==> config.mk <==
export PLATFORM = sky130hd
export DESIGN_NAME = c3lib_sync_deglitch
export DESIGN_NICKNAME = d
export VERILOG_FILES = /design/src/rtl/c3lib_deglitch_pkg.sv /design/src/rtl/c3lib_deglitch_bit.sv /design/src/rtl/c3lib_sync_deglitch.sv
export SDC_FILE = /design/constraint.sdc
export NUM_CORES = 1
export LEC_CHECK = 0
export ABC_AREA = 1
export CORE_AREA = 2 2 39 41
export DETAILED_ROUTE_END_ITERATION = 6
export DIE_AREA = 0 0 41 43
export PLACE_DENSITY_LB_ADDON = 0.08
export SETUP_SLACK_MARGIN = 0.5
export SYNTH_ARGS = -nofsm -noshare
export SYNTH_HDL_FRONTEND = slang
export SYNTH_HIERARCHICAL = 1
export SYNTH_SLANG_ARGS = --single-unit
==> constraint.sdc <==
create_clock -name clk -period 2.2 [get_ports clk]
set_clock_uncertainty 0.2 [all_clocks]
set_input_delay 0.66 -clock clk [delete_from_list [all_inputs] [get_ports clk]]
set_output_delay 0.66 -clock clk [all_outputs]
set_load 0.01 [all_outputs]
==> src/rtl/c3lib_deglitch_pkg.sv <==
// Shared helpers for the synchronized-bus deglitch filter: counter sizing,
// parameter legality checks and reset-level derivation.
package c3lib_deglitch_pkg;

  // Counter width for a filter of n samples; at least one bit so the
  // FILTER_CYCLES=1 case still has a legal (always-zero) counter.
  function automatic int cnt_width(input int n);
    return (n > 1) ? $clog2(n) : 1;
  endfunction

  function automatic bit filter_cycles_legal(input int n);
    return (n >= 1);
  endfunction

  function automatic bit dwidth_legal(input int w);
    return (w >= 1);
  endfunction

  // Any nonzero RESET_VAL means every filtered bit resets high.
  function automatic logic reset_bit(input int rv);
    return (rv != 0) ? 1'b1 : 1'b0;
  endfunction

endpackage

==> src/rtl/c3lib_deglitch_bit.sv <==
// Single-bit glitch filter: holds the accepted level, the run counter of
// consecutive mismatching samples, and the registered rise/fall pulses.
module c3lib_deglitch_bit
  import c3lib_deglitch_pkg::*;
#(
  parameter int   FILTER_CYCLES = 4,
  parameter logic RESET_BIT     = 1'b0
) (
  input  logic clk,
  input  logic rst,
  input  logic filt_en,
  input  logic din,
  output logic f,
  output logic rise,
  output logic fall,
  output logic edge_nxt
);

  localparam int CNT_W = cnt_width(FILTER_CYCLES);
  localparam logic [CNT_W-1:0] CNT_LAST = CNT_W'(FILTER_CYCLES - 1);

  logic [CNT_W-1:0] cnt;
  logic [CNT_W-1:0] cnt_nxt;
  logic             f_nxt;
  logic             rise_nxt;
  logic             fall_nxt;

  always_ff @(posedge clk) begin
    if (rst) begin
      f    <= RESET_BIT;
      cnt  <= '0;
      rise <= 1'b0;
      fall <= 1'b0;
    end else begin
      f    <= f_nxt;
      cnt  <= cnt_nxt;
      rise <= rise_nxt;
      fall <= fall_nxt;
    end
  end

  // A match, an acceptance or bypass all leave the counter at zero, so
  // partial counts never carry over between mismatch runs.
  always_comb begin
    f_nxt   = f;
    cnt_nxt = '0;
    if (!filt_en) begin
      f_nxt = din;
    end else if (din != f) begin
      if (cnt == CNT_LAST) begin
        f_nxt = din;
      end else begin
        cnt_nxt = cnt + CNT_W'(1);
      end
    end
  end

  always_comb begin
    rise_nxt = f_nxt & ~f;
    fall_nxt = ~f_nxt & f;
    edge_nxt = f_nxt ^ f;
  end

endmodule

==> src/rtl/c3lib_sync_deglitch.sv <==
// Per-bit deglitch filter and edge detector for an already-synchronized bus;
// every output is registered.
module c3lib_sync_deglitch
  import c3lib_deglitch_pkg::*;
#(
  parameter int DWIDTH        = 1,
  parameter int RESET_VAL     = 0,
  parameter int FILTER_CYCLES = 4
) (
  input  logic              clk,
  input  logic              rst,
  input  logic              filt_en,
  input  logic [DWIDTH-1:0] data_in,
  output logic [DWIDTH-1:0] data_out,
  output logic [DWIDTH-1:0] rise_pls,
  output logic [DWIDTH-1:0] fall_pls,
  output logic              chg_pls
);

  localparam logic RESET_BIT = reset_bit(RESET_VAL);

  if (!filter_cycles_legal(FILTER_CYCLES)) begin : g_bad_filter_cycles
    $error("c3lib_sync_deglitch: FILTER_CYCLES must be >= 1");
  end
  if (!dwidth_legal(DWIDTH)) begin : g_bad_dwidth
    $error("c3lib_sync_deglitch: DWIDTH must be >= 1");
  end

  logic [DWIDTH-1:0] edge_nxt;

  c3lib_deglitch_bit #(
    .FILTER_CYCLES (FILTER_CYCLES),
    .RESET_BIT     (RESET_BIT)
  ) u_bit [DWIDTH-1:0] (
    .clk      (clk),
    .rst      (rst),
    .filt_en  (filt_en),
    .din      (data_in),
    .f        (data_out),
    .rise     (rise_pls),
    .fall     (fall_pls),
    .edge_nxt (edge_nxt)
  );

  // Built from the bits' next-edge terms so chg_pls lands with the pulses.
  always_ff @(posedge clk) begin
    if (rst) begin
      chg_pls <= 1'b0;
    end else begin
      chg_pls <= |edge_nxt;
    end
  end

endmodule
==> out/qor.yml, run 1 <==
fillers: 164
endpoint_kind: "output port"
syn-num-nets: 37
synth_top_family_by_area: "simple AND/OR/NAND/NOR gates"
drive_gt1_share_pct: 25.58
grt_max_degree: 6
design.core.area_um2: 1384
synth_compound_area_share_pct: 0
grt_setup_unrepaired: "false"
cap_violations: 0
cp_cell_sequence: "dlygate4sd2_1"
initial_core_util_pct: 17.63
arrival_ns: 0.80
gp_congestion: 0.7199
tritoncts: "done"
hold_depth: 1
worst_slew_pin_slew_ns: 0.2086
min_period_ns: 1.661
grt_pass1_wl_um: 841
rows: 14
first_iter_violations: 1
hp-class: "flip-flop to flip-flop"
wl_per_cell_um: 8.017
leakagePower_uw: 0.0001941
clock_path_buffers: 2
cts_sinks: 6
worstSetupStartpointType: "flip-flop"
synthAdderAreaFrac_pct: 10.26
area_growth_pct: 48.21
die_h_um: 43
setup_ws_ns: 0.5391
ys_warn_count: 6
path_clk_slew_ns: 0.04
tns_ns: 0
post_synth_num_cell_types: 10
finalCritPeriodShare_pct: 75.49
fp.dieW_um: 41
drt_pass1_iterations: 2
slew_headroom_pct: 85.99
place_ws_ns: 0.1319
crit_path_top_delay_cell: "dfxtp_1"
gr-total-overflow: 0
setup_viol: 0
antenna_found_initial: 0
pwr_density_cell_nw_per_um2: 698.2
synth-seq-cells: 6
seqCellArea_um2: 120.1
multiInputGateArea_um2: 93.84
muxShareOfSynthArea_pct: 0
cp_data_required_time_ns: 1.34
num_io_pins: 8
htree_levels: 1
yosysSeqAreaShare_pct: 49.23
worstSetupPathDepth: 1
n_antenna_cell: 0
hold_viol: 0
viasPerCell: 3.780
nets: 51
critical-path-top-delay-family: "flip-flops"
rr_worst_depth: 10
cts_root_buffer: "clkbuf_4"
clk_latency_ns: 0.24
drc: 0
cts_buffers: 3
syn-cell-area_um2: 244.0
grt_pass1_vias: 228
max-vdd-ir-drop_uv: 236.4
worstPathMaxFanout: 1
synth_xor_area_share_pct: 0
die-area_um2: 1763
critPathKind: "flip-flop to output port"
finalWirelength_um: 473
ant_nets: 0
yosys.area_share.simple_pct: 28.21
postSynthAreaPerCell_um2: 7.870
io_buffer_count: 7
maxSlewViolCount: 0
vias: 223
dp_hpwl_um: 366.7
grt_usage_pct: 7.638
status: "finished clean"
synthCells: 31
crit_buf_inv: 1
critical-path-max-stage-delay_ns: 0.29
clock.fmax_mhz: 602.1
[metal layers]
layer	part of all wire, %	vias to the layer above	track usage, %
met5	0	-	0
met2	56	5	12.19
met4	0.85	0	4.000
met1	36	103	6.129
met3	7.0	2	6.283
li1	-	113	-
[stage by stage]
stage          hold WS, ns  cells  util [%]  cell area [um^2]  total power (uW)
2_1_floorplan       0.1973     31         -             244.0             138.2
3_3_place_gp        0.2079     54     24.14             334.1             157.5
3_5_place_dp        0.2199     54     24.14             334.1             157.7
4_1_cts             0.2261     59     26.31             364.1             259.9
5_1_grt             0.2497     59     26.13             361.6             269.7
6_report            0.2205     59     26.13             361.6             252.5
[worst paths after layout]
| kind | start | endpoint | slack (ns) |
|---|---|---|---|
| max | u_bit[0]/fall$_SDFF_PP0_ | fall_pls | 0.54 |
| min | u_bit[0]/cnt[0]$_SDFF_PP0_ | u_bit[0]/cnt[0]$_SDFF_PP0_ | 0.22 |
| max reg2reg | u_bit[0]/cnt[0]$_SDFF_PP0_ | chg_pls$_SDFF_PP0_ | 0.74 |
| min reg2reg | u_bit[0]/cnt[0]$_SDFF_PP0_ | u_bit[0]/cnt[0]$_SDFF_PP0_ | 0.22 |
[cells in the final DEF (no fill, tap or decap)]
cell	synthesis	final
inv_1	7	7
dfxtp_1	6	6
nand2_1	5	5
dlygate4sd2_1	0	4
nor2_1	4	4
clkbuf_4	0	3
nor2_2	2	2
nand2_2	2	2
ha_1	2	2
buf_4	0	2
clkdlybuf4s50_1	0	1
clkbuf_2	0	1
clkdlybuf4s15_1	0	1
inv_2	1	1
nand3_1	1	1
nor3_1	1	1
[layout make-up]
| class | count | area share [%] |
|---|---|---|
| multi-input cells | 17 | 25.95 |
| repair buffers | 9 | 20.76 |
| flip-flops and latches | 6 | 33.22 |
| inverters | 8 | 8.304 |
| well taps | 16 | 5.536 |
| clock buffers | 3 | 6.228 |
[power by group]
group / internal [uW] / leakage [uW] / switching [uW] / total [uW]
registers: 115 / 0.0000493 / 2.40 / 117
logic: 17.3 / 0.000131 / 18.2 / 35.5
clock network: 61.6 / 0.0000138 / 37.9 / 99.5
[registers in the layout, indices dropped and copies added, names as in the netlist]
signal      cells
u_bit/cnt       2
chg_pls         1
u_bit/f         1
u_bit/fall      1
u_bit/rise      1
[what timing repair did]
action	CTS	global route
hold buffers	0	0
cloned	0	0
gates resized for setup	6	3
pin swaps	0	0
endpoints found under the setup margin	5	2
setup buffers	2	0
[synthesized netlist by cell type (all sizes together)]
cell   number  area share (%)
ha          2              10
nor2        6              11
inv         8              12
nor3        1             2.0
nand3       1             2.0
nand2       7              13
dfxtp       6              49
[cell families after synthesis]
kind of cell,after synthesis
AND/OR/NAND/NOR,15
buffers and inverters,8
flip-flops,6
adder cells (fa/ha/maj),2
No activity file was read; power rests on OpenSTA's default activity.
==> run 2, diff against run 1 <==
Clock period 2.2 ns to 1.4 ns, I/O delays scaled along.
==> out/qor.yml, run 2 (synthesis gave the netlist of run 1 again) <==
status: "finished clean"
fp.dieW_um: 41  # unchanged
critical-path-max-stage-delay_ns: 0.34  # +0.05 ns
clock_path_buffers: 2  # unchanged
dp_cells: 59  # +9.3%
final_cell_mix: "buf_4 (8), inv_2 (5), dfxtp_2 (5), buf_6 (4), nor2_1 (4)"
maxSlewViolCount: 0  # unchanged
max-vdd-ir-drop_uv: 449.8  # +90%
tritoncts: "done"
cp_cell_sequence: "ha_4 -> inv_4 -> nand2_4 -> nand2_4 -> nand2_4 -> inv_2 -> ha_4 -> inv_2 -> inv_2 -> nor2_2"
drive_gt1_share_pct: 74.00  # +48 points
viasPerCell: 3.652  # -3.4%
arrival_ns: 1.32  # +0.52 ns
cts_sinks: 6  # unchanged
rows: 14  # unchanged
cap_violations: 0  # unchanged
power_uw: 436.8  # +73%
regMostFlops: "u_bit/cnt"
cp_data_required_time_ns: 1.32  # -0.02 ns
clock.fmax_mhz: 718.0
drc: 0  # unchanged
hp-class: "flip-flop to flip-flop"
nets: 58  # +14%
leakagePower_uw: 0.0002365  # +22%
clk_latency_ns: 0.24  # about the same
finalWirelength_um: 504  # +6.6%
path_clk_slew_ns: 0.04  # about the same
endpoint_kind: "flip-flop"
gp_congestion: 0.5722  # -21%
worstSetupStartpointType: "flip-flop"
worst_slew_pin_slew_ns: 0.2230  # +0.01446 ns
drt_pass1_iterations: 2  # unchanged
area_growth_pct: 98.97
die-area_um2: 1763  # unchanged
vias: 241  # +8.1%
final_common_cell: "buf_4"
gr-total-overflow: 0  # unchanged
grt_pass1_vias: 231  # +1.3%
min_period_ns: 1.393
hold_viol: 0  # unchanged
worstPathMaxFanout: 2  # +1
num_io_pins: 8  # unchanged
pwr_density_cell_nw_per_um2: 899.7  # +29%
htree_levels: 1  # unchanged
grt_max_degree: 6  # unchanged
critPathKind: "flip-flop to flip-flop"
ant_nets: 0  # unchanged
first_iter_violations: 3  # +2
cts_buffers: 3  # unchanged
largest_register_ffs: 2  # unchanged
die_h_um: 43  # unchanged
io_buffer_count: 7  # unchanged
slew_headroom_pct: 85.09  # -0.90 points
initial_core_util_pct: 17.63  # unchanged
cts_root_buffer: "clkbuf_4"
grt_setup_unrepaired: "true"
whs_ns: 0.2198  # -0.0007000 ns
antenna_found_initial: 0  # unchanged
grt_pass1_wl_um: 828  # -1.5%
crit_path_top_delay_cell: "dfxtp_2"
n_antenna_cell: 0  # unchanged
dp_hpwl_um: 356.7  # -2.7%
fin_cells: 66  # +12%
finalCritPeriodShare_pct: 99.49
cts_hold_buf: 0  # unchanged
setup_viol: 0  # unchanged
design.core.area_um2: 1384  # unchanged
wl_per_cell_um: 7.636  # -4.7%
grt_usage_pct: 7.545  # -0.093 points
-- run 2: final timing paths --
kind | start | endpoint | slack [ns] | cells after the start
max reg2reg | u_bit[0]/cnt[0]$_SDFF_PP0_ | chg_pls$_SDFF_PP0_ | 0.007 | 10
min reg2reg | u_bit[0]/cnt[0]$_SDFF_PP0_ | u_bit[0]/cnt[0]$_SDFF_PP0_ | 0.22 | 1
min | u_bit[0]/cnt[0]$_SDFF_PP0_ | u_bit[0]/cnt[0]$_SDFF_PP0_ | 0.22 | 1
max | u_bit[0]/cnt[0]$_SDFF_PP0_ | chg_pls$_SDFF_PP0_ | 0.007 | 10
-- run 2: what timing repair did --
item                                    4_1_cts  5_1_grt
setup buffers                                 4        0
endpoints found under the setup margin       10       10
resized for setup                            27        8
pin swaps                                     8        3
-- run 2: stage by stage --
stage          cell area [um^2]  worst slack [ns]  setup TNS [ns]  utilization (%)
2_1_floorplan             262.8           0.03014               0                -
6_report                  485.5          0.007150               0            35.08
4_1_cts                   461.7          0.001705               0            33.36
3_5_place_dp              390.4           -0.4403          -1.538            28.21
3_3_place_gp              390.4           -0.4397          -1.524            28.21
5_1_grt                   485.5          -0.05158         -0.1780            35.08
-- run 2: worst max-delay path: cells and delay by family, from the launching register on --
kind	cells	cell delay, ns
adders and majority gates	2	0.38
buffers and inverters	4	0.15
DFF	1	0.34
and+or+nand+nor	4	0.21
-- run 2: area by class of cell --
| class | instances | area [um^2] |
|---|---|---|
| clock buffer | 3 | 22.52 |
| sequential | 6 | 126.4 |
| tap | 16 | 20.02 |
| multi-input combinational | 17 | 146.4 |
| timing repair buffer | 16 | 137.6 |
| fill | 157 | 898.4 |
| inverter | 8 | 32.53 |
-- run 2: power breakdown --
part | internal [uW] | switching [uW] | total [uW]
logic | 55.0 | 43.7 | 98.8
clock network | 96.5 | 55.1 | 152
registers | 182 | 4.25 | 186
-- run 2: metal layers --
metal	wire length, um	vias to the layer above	track usage [%]
met4	0	0	2.000
met2	274	3	10.63
met5	0	-	0
met3	21	0	7.853
met1	207	110	7.443
li1	-	128	-
==> edit: new RTL, settings of run 2 <==
Remove the register `chg_pls`: a continuous assignment takes its place, so the output `chg_pls` follows one clock earlier.
--- a/src/rtl/c3lib_sync_deglitch.sv
+++ b/src/rtl/c3lib_sync_deglitch.sv
@@ -44,11 +44,5 @@
 
   // Built from the bits' next-edge terms so chg_pls lands with the pulses.
-  always_ff @(posedge clk) begin
-    if (rst) begin
-      chg_pls <= 1'b0;
-    end else begin
-      chg_pls <= |edge_nxt;
-    end
-  end
+  assign chg_pls = |edge_nxt;
 
 endmodule
Check against the original RTL: not equivalent (a bounded check fails within 4 cycles, from zero or initial values and one cycle with rst high).
==> edit against run 2 <==
The flow now finishes with violations (setup timing). Hold slack improved by 0.10 ns. Die area did not move. Sequential cell count decreased by 1. Total power is 5.6% higher. Worst setup slack worse by 0.62 ns. Fmax fell by 31%. Area after synthesis fell by 12%. Design area grew 24%. Count of clock-buffer cells in the layout increased by 1. Global-route usage is 2.1 points higher. Clock power up 7%. Sequential power decreased by 17%. Routed wire length grew 39%. Critical path type unchanged. Largest power group is now the clock network.
==> edit: results (changes against run 2) <==
Worst Hold Path EP u_bit[0]/cnt[0] (unchanged); maximum number of pins on one net before global-route repair 5 (was 6); sum of internal, switching and leakage power 461 µW (was 437 µW); Post-DP Area 353 µm² (was 390 µm²); Crit Reg-Reg Endpoint u_bit[0]/fall (was chg_pls); status complete, but fails checks (was complete, no violations); First-pass DRT Iterations 1 (was 2); Max stage delay on crit path 0.34 ns (about the same); # setup viols final 4 (was 0); count of nets after finishing 64 (was 58); share of post-route cells with drive strength above 1 84.2% (was 74.0%); syn_nets 34 (was 37); Max IR drop VDD 0.000622 V (was 0.000450 V); Leak Pwr 0.000286 µW (was 0.000237 µW); Clock net power 162 µW (was 152 µW); violated checks setup timing; leading register cell type out of synthesis sky130_fd_sc_hd__dfxtp_1 (unchanged); complex-gate fraction of the synthesized area 0% (unchanged); vias per std cell 3.78 (was 3.65); latest clock arrival within the worst-skew pair 0.23 ns; Post-Synth Adder-Cell Area 11.7% (was 10.3%); global-route wire length before repair 1050 µm (was 828 µm); Int Power 345 µW (was 334 µW); Final Wtd Congestion 0.671 (was 0.572); deepest level of the CTS H-tree 1 (unchanged); TritonCTS Buffers 3 (unchanged); Post-synth top cells sky130_fd_sc_hd__inv_1, sky130_fd_sc_hd__dfxtp_1, sky130_fd_sc_hd__nand2_1, sky130_fd_sc_hd__nor2_1 (unchanged); number of filler cells placed in the layout 142 (was 157); kind of launch point of the worst setup path register (unchanged); number of antenna violations at the first check in global routing 0 (unchanged); most area-consuming cells after synthesis sky130_fd_sc_hd__dfxtp_1, sky130_fd_sc_hd__ha_1, sky130_fd_sc_hd__inv_1 (was sky130_fd_sc_hd__dfxtp_1, sky130_fd_sc_hd__inv_1, sky130_fd_sc_hd__ha_1); category of the worst setup path capture point register (unchanged); Worst Setup Slack post-DPL -1.20 ns (was -0.440 ns); Crit-path slowest cell sky130_fd_sc_hd__dfxtp_2 (unchanged); arrival time reported for the critical path endpoint 1.98 ns (was 1.32 ns); reg-to-reg startpoint u_bit[0]/cnt[0] (unchanged); number of global-route vias before repair 295 (was 231); Slew headroom 82.9% (was 85.1%); overall routing resource usage 9.65% (was 7.55%); minimum setup slack in the final design -0.615 ns (was 0.00715 ns); Seq/Total Area, Yosys 46.8% (was 49.2%); Detail Placement HPWL 362 µm (was 357 µm); hold-critical path depth 2 (was 1); proportion of power drawn by combinational gates 31.3% (was 22.6%); number of violations reported at the end of detailed-routing iteration 0 0 (was 3); final routed DRC violation total 0 (unchanged); final wirelength 699 µm (was 504 µm); number of cells on the worst reg-to-reg path 14 (was 10); CTS root buffer sky130_fd_sc_hd__clkbuf_4 (unchanged); clock edge transition at the registers on the reported setup and hold paths 0.04 ns (about the same)
## edit: cell count changes after synthesis
cell | before | now
sky130_fd_sc_hd__inv_1 | 7 | 6
sky130_fd_sc_hd__dfxtp_1 | 6 | 5
sky130_fd_sc_hd__nor2_2 | 2 | 1
## edit: what timing repair did
action / in CTS / in global routing
pin swaps: 8 / 8
endpoints found under the setup margin: 9 / 9
gates cloned: 0 / 0
gates resized for setup: 38 / 21
setup buffers: 10 / 2
## edit: through the flow
| step | hold WS [ns] | utilization, % | setup TNS (ns) | cells |
|---|---|---|---|---|
| 2_1_floorplan | 0.197 | - | -0.275 | 28 |
| 3_3_place_gp | 0.209 | 25.5 | -2.34 | 57 |
| 3_5_place_dp | 0.225 | 25.5 | -2.36 | 57 |
| 4_1_cts | 0.311 | 36.8 | -1.19 | 71 |
| 5_1_grt | 0.334 | 43.7 | -1.71 | 73 |
| 6_report | 0.319 | 43.7 | -1.44 | 73 |
## edit: final cells by class
class	count	area [µm²]	area share (%)
Inverter	7	31.3	5.18
Sequential cell	5	106	17.6
Timing Repair Buffer	25	255	42.2
Multi-Input combinational cell	16	165	27.3
Tap cell	16	20.0	3.31
Clock buffer	4	26.3	4.35
## edit: kinds of logic (layout without fill, tap and decap cells)
| family | Yosys count | in the layout |
|---|---|---|
| buf+inv | 7 | 36 |
| flops | 5 | 5 |
| simple gates | 14 | 14 |
| fa+ha+maj | 2 | 2 |
## edit: layer usage
layer	vias up	wire length, µm	track usage (%)
met4	0	0	2.00
met5	-	0	0
met2	9	444	16.6
li1	140	-	-
met3	0	53	9.42
met1	127	201	7.10
## edit: worst max-delay path, delay by kind of cell (launching register included)
family	cells	cell delay (ns)
adders and majority gates	1	0.15
buffers and inverters	10	0.97
DFF	1	0.34
and+or+nand+nor	3	0.26
